--- src/rtl/axi_pkg.sv ---
// Shared AXI4-Lite response codes, arbiter state encoding and requester indices.
package axi_pkg;

  typedef enum logic [2:0] {
    ST_IDLE     = 3'd0,
    ST_IFU_RD   = 3'd1,
    ST_LSU_RD   = 3'd2,
    ST_LSU_WR   = 3'd3,
    ST_WAIT_END = 3'd4
  } arb_state_e;

  localparam logic [1:0] RESP_OKAY   = 2'b00;
  localparam logic [1:0] RESP_EXOKAY = 2'b01;
  localparam logic [1:0] RESP_SLVERR = 2'b10;
  localparam logic [1:0] RESP_DECERR = 2'b11;

  localparam int unsigned REQ_IFU = 0;
  localparam int unsigned REQ_LSU = 1;

endpackage

--- src/rtl/rr_arb2.sv ---
// Two-input round-robin picker: combinational one-hot grant, registered last-served bit.
// Zero latency from request to grant; last-served only moves on an explicit update pulse.
module rr_arb2
  import axi_pkg::*;
(
  input  logic       clk,
  input  logic       reset,
  input  logic [1:0] req_i,
  input  logic       upd_vld_i,
  input  logic       upd_lsu_i,
  output logic [1:0] gnt_o
);

  // last_q = 1 means the LSU was served last, so the IFU wins the next tie
  logic last_q, last_d;

  always_comb begin
    last_d = last_q;
    if (upd_vld_i) last_d = upd_lsu_i;
  end

  always_ff @(posedge clk or negedge reset) begin
    if (!reset) last_q <= 1'b1;
    else        last_q <= last_d;
  end

  always_comb begin
    gnt_o = 2'b00;
    case (req_i)
      2'b01:   gnt_o[REQ_IFU] = 1'b1;
      2'b10:   gnt_o[REQ_LSU] = 1'b1;
      2'b11:   gnt_o = last_q ? 2'b01 : 2'b10;
      default: gnt_o = 2'b00;
    endcase
  end

endmodule

--- src/rtl/axi_arbiter.sv ---
// IFU/LSU to single AXI4-Lite slave arbiter, one transaction outstanding; 1 cycle grant, 0 added on R/B.
// Backpressure passes straight through from the slave to the owning master; non-owners see ready=0.
module axi_arbiter
  import axi_pkg::*;
#(
  parameter int ADDR_WIDTH = 32,
  parameter int DATA_WIDTH = 32,
  localparam int STRB_WIDTH = DATA_WIDTH / 8
) (
  input  logic                  clk,
  input  logic                  reset,
  input  logic [ADDR_WIDTH-1:0] ifu_araddr,
  input  logic                  ifu_arvalid,
  output logic                  ifu_arready,
  output logic [DATA_WIDTH-1:0] ifu_rdata,
  output logic [1:0]            ifu_rresp,
  output logic                  ifu_rvalid,
  input  logic                  ifu_rready,
  input  logic [ADDR_WIDTH-1:0] lsu_araddr,
  input  logic                  lsu_arvalid,
  output logic                  lsu_arready,
  output logic [DATA_WIDTH-1:0] lsu_rdata,
  output logic [1:0]            lsu_rresp,
  output logic                  lsu_rvalid,
  input  logic                  lsu_rready,
  input  logic [ADDR_WIDTH-1:0] lsu_awaddr,
  input  logic                  lsu_awvalid,
  output logic                  lsu_awready,
  input  logic [DATA_WIDTH-1:0] lsu_wdata,
  input  logic [STRB_WIDTH-1:0] lsu_wstrb,
  input  logic                  lsu_wvalid,
  output logic                  lsu_wready,
  output logic [1:0]            lsu_bresp,
  output logic                  lsu_bvalid,
  input  logic                  lsu_bready,
  output logic [ADDR_WIDTH-1:0] s_araddr,
  output logic                  s_arvalid,
  input  logic                  s_arready,
  input  logic [DATA_WIDTH-1:0] s_rdata,
  input  logic [1:0]            s_rresp,
  input  logic                  s_rvalid,
  output logic                  s_rready,
  output logic [ADDR_WIDTH-1:0] s_awaddr,
  output logic                  s_awvalid,
  input  logic                  s_awready,
  output logic [DATA_WIDTH-1:0] s_wdata,
  output logic [STRB_WIDTH-1:0] s_wstrb,
  output logic                  s_wvalid,
  input  logic                  s_wready,
  input  logic [1:0]            s_bresp,
  input  logic                  s_bvalid,
  output logic                  s_bready
);

  arb_state_e state_q, state_d;
  logic       ar_done_q, ar_done_d;
  logic       aw_done_q, aw_done_d;
  logic       w_done_q, w_done_d;
  logic [1:0] req, gnt;
  logic       upd_vld, upd_lsu;
  logic       ar_hs, r_hs, aw_hs, w_hs, b_hs;

  assign req   = {lsu_arvalid | lsu_awvalid, ifu_arvalid};
  assign ar_hs = s_arvalid & s_arready;
  assign r_hs  = s_rvalid & s_rready;
  assign aw_hs = s_awvalid & s_awready;
  assign w_hs  = s_wvalid & s_wready;
  assign b_hs  = s_bvalid & s_bready;

  rr_arb2 u_rr_arb2 (
    .clk       (clk),
    .reset     (reset),
    .req_i     (req),
    .upd_vld_i (upd_vld),
    .upd_lsu_i (upd_lsu),
    .gnt_o     (gnt)
  );

  always_ff @(posedge clk or negedge reset) begin
    if (!reset) begin
      state_q   <= ST_IDLE;
      ar_done_q <= 1'b0;
      aw_done_q <= 1'b0;
      w_done_q  <= 1'b0;
    end else begin
      state_q   <= state_d;
      ar_done_q <= ar_done_d;
      aw_done_q <= aw_done_d;
      w_done_q  <= w_done_d;
    end
  end

  always_comb begin
    state_d   = state_q;
    ar_done_d = ar_done_q;
    aw_done_d = aw_done_q;
    w_done_d  = w_done_q;
    upd_vld   = 1'b0;
    upd_lsu   = 1'b0;
    case (state_q)
      ST_IDLE: begin
        if (gnt[REQ_IFU])      state_d = ST_IFU_RD;
        else if (gnt[REQ_LSU]) state_d = lsu_arvalid ? ST_LSU_RD : ST_LSU_WR;
      end
      ST_IFU_RD, ST_LSU_RD: begin
        if (ar_hs) ar_done_d = 1'b1;
        if (r_hs) begin
          state_d = ST_WAIT_END;
          upd_vld = 1'b1;
          upd_lsu = (state_q == ST_LSU_RD);
        end
      end
      ST_LSU_WR: begin
        if (aw_hs) aw_done_d = 1'b1;
        if (w_hs)  w_done_d  = 1'b1;
        if (b_hs) begin
          state_d = ST_WAIT_END;
          upd_vld = 1'b1;
          upd_lsu = 1'b1;
        end
      end
      ST_WAIT_END: begin
        state_d   = ST_IDLE;
        ar_done_d = 1'b0;
        aw_done_d = 1'b0;
        w_done_d  = 1'b0;
      end
      default: state_d = ST_IDLE;
    endcase
  end

  // Only the owner's channels are wired through; IDLE and WAIT_END leave everything quiet.
  always_comb begin
    ifu_arready = 1'b0;  ifu_rdata = '0;  ifu_rresp = '0;  ifu_rvalid = 1'b0;
    lsu_arready = 1'b0;  lsu_rdata = '0;  lsu_rresp = '0;  lsu_rvalid = 1'b0;
    lsu_awready = 1'b0;  lsu_wready = 1'b0;  lsu_bresp = '0;  lsu_bvalid = 1'b0;
    s_araddr = '0;  s_arvalid = 1'b0;  s_rready = 1'b0;
    s_awaddr = '0;  s_awvalid = 1'b0;
    s_wdata  = '0;  s_wstrb   = '0;    s_wvalid = 1'b0;  s_bready = 1'b0;
    case (state_q)
      ST_IFU_RD: begin
        s_araddr    = ifu_araddr;
        s_arvalid   = ifu_arvalid & ~ar_done_q;
        ifu_arready = s_arready & ~ar_done_q;
        ifu_rdata   = s_rdata;
        ifu_rresp   = s_rresp;
        ifu_rvalid  = s_rvalid;
        s_rready    = ifu_rready;
      end
      ST_LSU_RD: begin
        s_araddr    = lsu_araddr;
        s_arvalid   = lsu_arvalid & ~ar_done_q;
        lsu_arready = s_arready & ~ar_done_q;
        lsu_rdata   = s_rdata;
        lsu_rresp   = s_rresp;
        lsu_rvalid  = s_rvalid;
        s_rready    = lsu_rready;
      end
      ST_LSU_WR: begin
        s_awaddr    = lsu_awaddr;
        s_awvalid   = lsu_awvalid & ~aw_done_q;
        lsu_awready = s_awready & ~aw_done_q;
        s_wdata     = lsu_wdata;
        s_wstrb     = lsu_wstrb;
        s_wvalid    = lsu_wvalid & ~w_done_q;
        lsu_wready  = s_wready & ~w_done_q;
        lsu_bresp   = s_bresp;
        lsu_bvalid  = s_bvalid & aw_done_q & w_done_q;
        s_bready    = lsu_bready & aw_done_q & w_done_q;
      end
      default: ;
    endcase
  end

endmodule

--- config.mk ---
export PLATFORM = sky130hd
export DESIGN_NAME = axi_arbiter
export DESIGN_NICKNAME = d
export VERILOG_FILES = /design/src/rtl/axi_pkg.sv /design/src/rtl/rr_arb2.sv /design/src/rtl/axi_arbiter.sv
export SDC_FILE = /design/constraint.sdc
export NUM_CORES = 1
export LEC_CHECK = 0
export ABC_AREA = 0
export BUFFER_PORTS_ARGS = -buffer_cell sky130_fd_sc_hd__buf_2
export CORE_AREA = 2 2 141 143
export CTS_BUF_LIST = sky130_fd_sc_hd__clkbuf_8
export DETAILED_ROUTE_END_ITERATION = 10
export DIE_AREA = 0 0 143 145
export PLACE_DENSITY = 0.46
export SLEW_MARGIN = 25
export SYNTH_ARGS = -nofsm -noshare
export SYNTH_HDL_FRONTEND = slang
export SYNTH_SLANG_ARGS = --single-unit
--- constraint.sdc ---
create_clock -name clk -period 1.54 [get_ports clk]
set_input_delay 0.077 -clock clk [delete_from_list [all_inputs] [get_ports clk]]
set_output_delay 0.077 -clock clk [all_outputs]
set_load 0.01 [all_outputs]
==> out/metrics.cfg <==
[sta]
setup_ws_ps=-185
setup_viol=180
finalHoldViolCount=0
fin_crit_sh=1.12
rsz0062_at_grt=true
min_period_ps=1720
report.final.slew_viol_count=0
final.setup.tns_ps=-21500
max_slew_margin=0.831
skew_ps=2.30
worst_pin_slew_ps=253
fmax_mhz=580

[place]
port_buffers=363
hpwl_mm=9.05
gp_congestion=0.778
dp_cells=863

[cts]
numCtsBuffers=3
tritoncts=yes
clkSlewWorstSetupHoldPaths_ps=40
cts_root_buffer=clkbuf_8
ctsHtreeMaxLevel=1
clock_latency_ps=240
numClockSinks=7
clk_path_buf_depth=2

[power_and_ir_drop]
comb_power_share=0.915
p_per_area_nw_per_um2=1610
internal-power_w=0.00480
swShare=0.433
seq_power_share=0.053
vdd_ir_drop_max_mv=0.573
leakage_nw=3.10
p_switching_w=0.00367
clkPwrFrac=0.032
power_w=0.00847

[worst_setup_path]
cpMaxStageDelayCell=dfrtp_2
crit_required_ps=1460
regToRegEndpoint=w_done_q
r2r_slack_ps=30
worstPathMaxFanout=12
cpMostUsedCell=buf_6
crit_path_start=state_q[2]
endpoint_kind=output port
setup.worst_path.end=ifu_rdata[21]
r2r-start=state_q[1]
crit_chain=buf_6 > nor3b_4 > buf_6 > clkbuf_16 > and2_1 > buf_2
critPathLaunchType=flop
crit_type=reg2out
worst_path_largest_cell_delay_ps=440
ff2ff_path_depth=5
arrival_ps=1650

[routing]
drt-total-wl_mm=14.0
drc=0
met1_length_mm=4.88
vias=3610
dr_wl_met2_mm=7.95
post_drt_wl_per_cell_um=15.4
via_per_inst=3.96
drtIter0Drc=110
dr.max_layer_used=met5
drt.antenna.violating_nets=0
dr_wl_met3_um=994
dr.pass1.iters=4

[synth]
synth_area_um2=1810
yosys_warnings=0
syn_area_per_cell_um2=7.04
ys_types=32
synth-seq-cells=7
yosysSeqAreaShare=0.0974
syn_inst=257
synth_fp_nets=439

[layout]
layout-drive-gt1-share=0.753
layout.nets=827
area_growth_syn_to_layout_pct=191
final_cell_mix=313 x buf_2, 56 x and3_1, 55 x buf_6, 38 x and2_1
final_cells=911
final_common_cell=buf_2

[grt]
gr-total-overflow=0
antenna_found_initial=4
grt_pass1_wl_mm=16.4
grt.total_usage=0.101
grt_max_degree=74
grt_pass1_vias=3156

[floorplan]
die_y_um=145
die_width_um=143
ios=364
initial_core_util=0.0943
dieArea_um2=20700
core_um2=19200
row_count=51

[flow_run]
max_cap_violations=0

[min_path]
hp-class=in2reg
hp-start=lsu_rready

[outcome]
status=finished with violations
violations=negative setup slack

## per-stage QoR
stage          hold slack (ps)  setup slack [ps]  cell area [um^2]   util
3_3_place_gp             -76.8             -12.2              3970  0.207
5_1_grt                    198              -247              5270  0.274
6_report                   136              -185              5270  0.274
4_1_cts                    144              -202              4490  0.234
3_5_place_dp             -79.9             -17.2              3970  0.207
2_1_floorplan             -219               209              1810      -
## area by class of cell
cell class	count	area (um^2)
Multi-Input combinational cell	217	1720
Tap cell	265	332
Clock inverter	1	3.75
Clock buffer	3	41.3
Inverter	1	3.75
Fill cell	2038	13900
Timing Repair Buffer	415	2990
Antenna cell	2	5.00
Sequential cell	7	180
## power groups by stage
stage | registers [W] | clock network (W) | logic, W
CTS | 0.000440 | 0.000267 | 0.00620
global placement | 0.000441 | 0 | 0.00491
finish | 0.000449 | 0.000268 | 0.00775
floorplan | 0.000362 | 0 | 0.00285
detailed placement | 0.000443 | 0 | 0.00485
global route | 0.000469 | 0.000284 | 0.00825
## layer usage
layer | vias up | global-route usage
li1 | 1714 | -
met3 | 16 | 0.0145
met1 | 1663 | 0.0993
met5 | - | 0
met4 | 4 | 0.0252
met2 | 213 | 0.211
## how the worst min path moves through the flow
stage / to / slack, ps / cells after the start
global placement: w_done_q / -80 / 1
detailed placement: w_done_q / -80 / 1
global route: u_rr_arb2.last_q / 200 / 3
finish: u_rr_arb2.last_q / 140 / 3
CTS: u_rr_arb2.last_q / 140 / 3
floorplan: ar_done_q / -220 / 0
## critical path, delay by kind of cell, from the launching register on
kind | cells | cell delay [ps]
buffers and inverters | 4 | 630
flip-flops | 1 | 440
AND/OR/NAND/NOR | 2 | 330
## cells in the mapped netlist (all sizes together)
library cell | number | area share
inv | 1 | 0.0021
nor2b | 1 | 0.0048
o221ai | 1 | 0.0048
and2 | 71 | 0.25
a211o | 1 | 0.0048
and4 | 2 | 0.0097
nand2b | 4 | 0.014
nand3b | 4 | 0.017
and3b | 1 | 0.0048
nand4 | 1 | 0.0035
dfstp | 1 | 0.015
a211oi | 2 | 0.0083
a21oi | 4 | 0.011
and3 | 70 | 0.24
nor3 | 1 | 0.0028
nor2 | 2 | 0.0055
clkbuf | 19 | 0.039
a22o | 34 | 0.16
nor3b | 6 | 0.031
o22a | 1 | 0.0048
o2bb2ai | 1 | 0.0048
nand2 | 4 | 0.0083
o21ai | 1 | 0.0028
buf | 13 | 0.044
dfrtp | 6 | 0.083
a221o | 1 | 0.0055
or3 | 1 | 0.0035
a31o | 3 | 0.015
## state kept, by name (all words and copies together) (netlist names)
name / cells
w_done_q: 1
u_rr_arb2.last_q: 1
aw_done_q: 1
state_q: 3
ar_done_q: 1
## cells by family after synthesis
group | after synthesis | share of synthesized area
simple gates | 168 | 0.592
flops | 7 | 0.0974
buf+inv | 33 | 0.0850
compound gates | 49 | 0.226
## timing repair
action	4_1_cts	5_1_grt
setup endpoints to repair	160	181
endpoints found under the hold margin	7	0
gates resized for setup	28	118
cloned	6	11
pin swaps	10	54
hold buffers	1	0
setup buffers	19	12
(Power assumes the default switching activity.)
